## src/rtl/serial_add_sequencer.sv

```systemverilog
// -----------------------------------------------------------------------------
// serial_add_sequencer
//   Bit-serial add/subtract controller. A single 1-bit full-adder cell (two half
//   adders plus an OR) is reused across all WIDTH bits of the operand pair,
//   LSB first, one bit per clock. The host starts an operation with a one-cycle
//   start request in IDLE and receives a one-cycle done pulse with the result.
//
// Parameters
//   WIDTH  operand/result width in bits (2..32)
//
// Ports
//   clk    in   rising-edge clock
//   rst    in   synchronous active-high reset
//   start  in   request, accepted only in IDLE
//   sub    in   0: a+b+cin, 1: a-b (a + ~b + 1, cin ignored)
//   cin    in   carry-in for add
//   a, b   in   operands, sampled only on the accepting edge
//   busy   out  high while an operation is in RUN or DONE
//   done   out  one-cycle pulse, sum/cout/ovf valid
//   sum    out  result, held until the next operation completes
//   cout   out  carry out of the MSB (subtract: 1 = no borrow)
//   ovf    out  signed overflow (carry into MSB xor carry out of MSB)
// -----------------------------------------------------------------------------
module serial_add_sequencer #(
    parameter int WIDTH = 8
) (
    input  logic             clk,
    input  logic             rst,
    input  logic             start,
    input  logic             sub,
    input  logic             cin,
    input  logic [WIDTH-1:0] a,
    input  logic [WIDTH-1:0] b,
    output logic             busy,
    output logic             done,
    output logic [WIDTH-1:0] sum,
    output logic             cout,
    output logic             ovf
);

    localparam int CNT_W = (WIDTH > 1) ? $clog2(WIDTH) : 1;

    typedef enum logic [1:0] {
        S_IDLE = 2'd0,
        S_RUN  = 2'd1,
        S_DONE = 2'd2
    } state_t;

    state_t           r_state;
    state_t           w_state_next;

    logic [WIDTH-1:0] r_a_sh;
    logic [WIDTH-1:0] r_b_sh;
    logic [WIDTH-1:0] r_result;
    logic             r_c;
    logic [CNT_W-1:0] r_cnt;

    logic [WIDTH-1:0] r_sum;
    logic             r_cout;
    logic             r_ovf;

    logic             w_accept;
    logic             w_last;
    logic             w_p;
    logic             w_g1;
    logic             w_g2;
    logic             w_s;
    logic             w_c_next;

    // Shared full-adder cell built from two half adders and an OR.
    assign w_p      = r_a_sh[0] ^ r_b_sh[0];
    assign w_g1     = r_a_sh[0] & r_b_sh[0];
    assign w_s      = w_p ^ r_c;
    assign w_g2     = w_p & r_c;
    assign w_c_next = w_g1 | w_g2;

    assign w_accept = (r_state == S_IDLE) && start;
    assign w_last   = (r_state == S_RUN) && (r_cnt == CNT_W'(WIDTH - 1));

    // State register
    always_ff @(posedge clk) begin
        if (rst) begin
            r_state <= S_IDLE;
        end else begin
            r_state <= w_state_next;
        end
    end

    // Next-state logic
    always_comb begin
        w_state_next = r_state;
        case (r_state)
            S_IDLE:  if (start)  w_state_next = S_RUN;
            S_RUN:   if (w_last) w_state_next = S_DONE;
            S_DONE:  w_state_next = S_IDLE;
            default: w_state_next = S_IDLE;
        endcase
    end

    // Output logic
    always_comb begin
        busy = (r_state != S_IDLE);
        done = (r_state == S_DONE);
        sum  = r_sum;
        cout = r_cout;
        ovf  = r_ovf;
    end

    // Serial datapath and result registers
    always_ff @(posedge clk) begin
        if (rst) begin
            r_a_sh   <= '0;
            r_b_sh   <= '0;
            r_result <= '0;
            r_c      <= 1'b0;
            r_cnt    <= '0;
            r_sum    <= '0;
            r_cout   <= 1'b0;
            r_ovf    <= 1'b0;
        end else if (w_accept) begin
            // Subtraction is a + ~b + 1: invert B and force the initial carry.
            r_a_sh   <= a;
            r_b_sh   <= sub ? ~b : b;
            r_c      <= sub ? 1'b1 : cin;
            r_cnt    <= '0;
        end else if (r_state == S_RUN) begin
            r_a_sh   <= {1'b0, r_a_sh[WIDTH-1:1]};
            r_b_sh   <= {1'b0, r_b_sh[WIDTH-1:1]};
            r_result <= {w_s, r_result[WIDTH-1:1]};
            r_c      <= w_c_next;
            if (!w_last) begin
                r_cnt <= r_cnt + CNT_W'(1);
            end
            // On the MSB edge r_c is the carry into the MSB, so the final
            // result, carry-out and overflow are all known here and land in
            // the output registers exactly as the FSM enters DONE.
            if (w_last) begin
                r_sum  <= {w_s, r_result[WIDTH-1:1]};
                r_cout <= w_c_next;
                r_ovf  <= r_c ^ w_c_next;
            end
        end
    end

endmodule

```

## config.mk

```make
export PLATFORM = sky130hd
export DESIGN_NAME = serial_add_sequencer
export DESIGN_NICKNAME = d
export VERILOG_FILES = /design/src/rtl/serial_add_sequencer.sv
export SDC_FILE = /design/constraint.sdc
export NUM_CORES = 1
export LEC_CHECK = 0
export ABC_AREA = 1
export ABC_CLOCK_PERIOD_IN_PS = 1240
export BUFFER_PORTS_ARGS = -buffer_cell sky130_fd_sc_hd__buf_2
export CORE_MARGIN = 2
export CORE_UTILIZATION = 45
export CTS_BUF_LIST = sky130_fd_sc_hd__clkbuf_4 sky130_fd_sc_hd__clkbuf_8
export DETAILED_ROUTE_END_ITERATION = 16
export PLACE_DENSITY = 0.69
export SLEW_MARGIN = 20
export SYNTH_ARGS = -nofsm -noshare
export SYNTH_HDL_FRONTEND = slang
export SYNTH_SLANG_ARGS = --single-unit
```

## constraint.sdc

```tcl
create_clock -name clk -period 1.24 [get_ports clk]
set_input_delay 0.31 -clock clk [delete_from_list [all_inputs] [get_ports clk]]
set_output_delay 0.31 -clock clk [all_outputs]
set_load 0.01 [all_outputs]
```

==> metrics.md <==
| Metric | Value |
|---|---|
| Hold Crit Start | a[7] |
| Top cell type by total area after synthesis | dfxtp_1 |
| Global-route wire length before repair | 6890 µm |
| Ranking of synthesized cells by area | dfxtp_1, nand2_1, nor2_1 |
| Row Count | 23 |
| Pwr Density | 1230 nW/µm² |
| Data required, critical path | 930 ps |
| Top_reg_cell synth | dfxtp_1 |
| Setup ws final | -27.5 ps |
| Max Cap Violations | 0 |
| Most used cell along the critical path | buf_6 |
| Max-slew violations | 0 |
| Vias in the first global route | 1,602 |
| Register Area | 788 µm² |
| Critical Path Start | r_state[0]$_SDFFE_PP0P_ |
| # hold bufs at CTS | 0 |
| Worst Tran Pin Value | 307 ps |
| Post-Syn Area | 1830 µm² |
| Drt first-iter violations | 61 |
| Min Tclk post-route | 1270 ps |
| DR WL/cell | 11.5 µm |
| Most frequent cell after synthesis | nand2_1 |
| # fillers | 359 |
| Final #Nets | 333 |
| Post-place setup slack | 7.32 ps |
| Total GRT Usage | 20.1% |
| Final setup violation count | 2 |
| # H-tree levels | 2 |
| EDFF count, synth | 0 |
| Vias per cell | 4.83 |
| Leak | 1.20 nW |
| Clk_skew | 6.22 ps |
| Final hold vios | 0 |
| Fmax | 0.789 GHz |
| Worst-Skew Late Latency | 290 ps |
| Total CTS buffers | 5 |
| Gpl congestion | 0.735 |
| Setup TNS Final | -32.6 ps |
| Max-slew headroom | 79.5% |
| Via count | 1,738 |
| Worst min path class | in2reg |
| Initial DRT Pass Iterations | 4 |
| Die ar. | 4600 µm² |
| CP Data Arrival Time | 960 ps |
| Multi-input gate area | 1050 µm² |
| Fraction of registers with async set/reset | 0% |
| Post-Route WL | 4120 µm |
| CP max stage cell | dfxtp_2 |
| Top-area cell type share of the netlist area | 42.6% |
| Fraction of layout cells with a size suffix above 1 | 36.8% |
| Worst Setup Path Type | reg2out |
| Syn nets | 278 |
| Reg2reg start | r_state[0]$_SDFFE_PP0P_ |
| Port Buffers | 32 |
| Core Box Area | 3970 µm² |
| Final period utilization | 102% |
| Antenna Violating Nets Remaining | 0 |
| Largest net degree at the start of global routing | 20 |
| Yosys warns | 0 |
| Antenna Cells | 0 |
| Count of cell types in the netlist | 27 |
| Finished Core Util | 63.3% |
| Synth cell count leaders | nand2_1, dfxtp_1, nor2_1 |
| HPWL Detailed | 2700 µm |
| Area added between synthesis and finish | 37.1% |
| Failing checks | setup timing |
| Cells after Synth | 254 |
| Die W | 67.8 µm |
| Synth Register Bits | 39 |
| Crit-path cells | buf_6 > nor2_4 > buf_6 |
| Reg clk slew, reported paths | 70 ps |
| Deepest clock path buffer count | 2 |
| Root buffer cell | clkbuf_8 |
| Crit Path Max Fanout | 3 |
| Sequential fraction of the synthesis area | 42.6% |
| CTS tree | done |
| Status | complete, but fails checks |
| Hold Slack | 269 ps |
| Placed Instances | 342 |
| Clk sink count | 39 |
| Drc violations | 0 |
| RSZ-0062 raised after global routing | yes |
| VDD IR max | 1.20 mV |
| CP max stage delay | 340 ps |
| Grt ovf | 0 |
| Height of the die | 67.8 µm |
| CP Launch Type | flip-flop |
| Crit end category | output port |
| I/O Pins | 33 |
| Antenna violations before repair | 0 |
| Starting Density | 46.2% |
| Avg Inst Size Synth | 7.22 µm² |
| Final std cells w/o fill | 360 |
==> kinds of logic after synthesis <==
group / share of synthesized area (%)
XOR/XNOR: 0.956
AND/OR/NAND/NOR: 33.7
adder cells (fa/ha/maj): 2.46
AO/OA/AOI/OAI: 12.8
flip-flops: 42.6
buffers and inverters: 7.44
==> critical path, delay by kind of cell, from the launching register on <==
kind	cells	cell delay, ps
buffers and inverters	2	240
flip-flops	1	340
AND/OR/NAND/NOR	1	90
==> worst paths after layout <==
check	to	slack, ps	cells past startpoint
setup / recovery	done	-30	3
hold / removal	r_a_sh[7]$_SDFFE_PP0P_	270	3
setup reg to reg	sum[2]$_SDFFE_PP0P_	20	7
hold reg to reg	r_b_sh[1]$_SDFFE_PP0P_	470	2
==> timing repair <==
action / CTS / global route
buffers inserted: 5 / 4
gates resized for setup: 15 / 40
gates cloned: 0 / 2
pin swaps: 2 / 11
endpoints found under the hold margin: 0 / 0
endpoints found under the setup margin: 3 / 34
==> registers in the layout, indices dropped and copies added, names as in the netlist <==
register and cells:
cout 1, ovf 1, r_a_sh 8, r_b_sh 8, r_c 1, r_cnt 3
r_result 7, r_state 2, sum 8
==> placed cells by master (no fill, tap or decap), drive strengths merged, types with 2 or more instances in the layout <==
master | Yosys | routed
ha | 2 | 2
dfxtp | 39 | 39
a21oi | 21 | 21
inv | 20 | 20
o21ai | 15 | 15
nand3 | 15 | 15
nand2 | 94 | 94
bufinv | 0 | 2
nor2 | 25 | 26
nand3b | 7 | 7
a211oi | 2 | 2
buf | 8 | 56
clkbuf | 2 | 6
==> cell type report <==
cell class	count	share of cell area, %
sequential	39	31.4
timing repair inverter	1	0.249
multi-input combinational	186	41.7
clock inverter	2	2.39
timing repair buffer	56	15.1
clock buffer	6	3.04
inverter	20	3.68
tap	50	2.49
==> power breakdown <==
part / leakage [nW] / switching, W / total, W / internal (W)
combinational: 0.808 / 0.000263 / 0.000475 / 0.000212
clock: 0.0688 / 0.000435 / 0.00126 / 0.000826
sequential: 0.321 / 0.0000442 / 0.00136 / 0.00132
total: 1.20 / 0.000742 / 0.00310 / 0.00236
==> layer usage <==
layer  track usage (%)  part of all wire [%]
met4              6.00                   1.5
met3              6.41                   4.0
met2              34.7                    48
met1              24.0                    47
met5                 0                     0
==> metrics by stage <==
step	cell area, µm²	total power, W
final	2510	0.00310
after global routing	2510	0.00326
after CTS	2340	0.00307
after detailed placement	2110	0.00179
after global placement	2110	0.00179
after floorplan	1830	0.00166
Note: power is estimated with default switching activity, not from simulation.
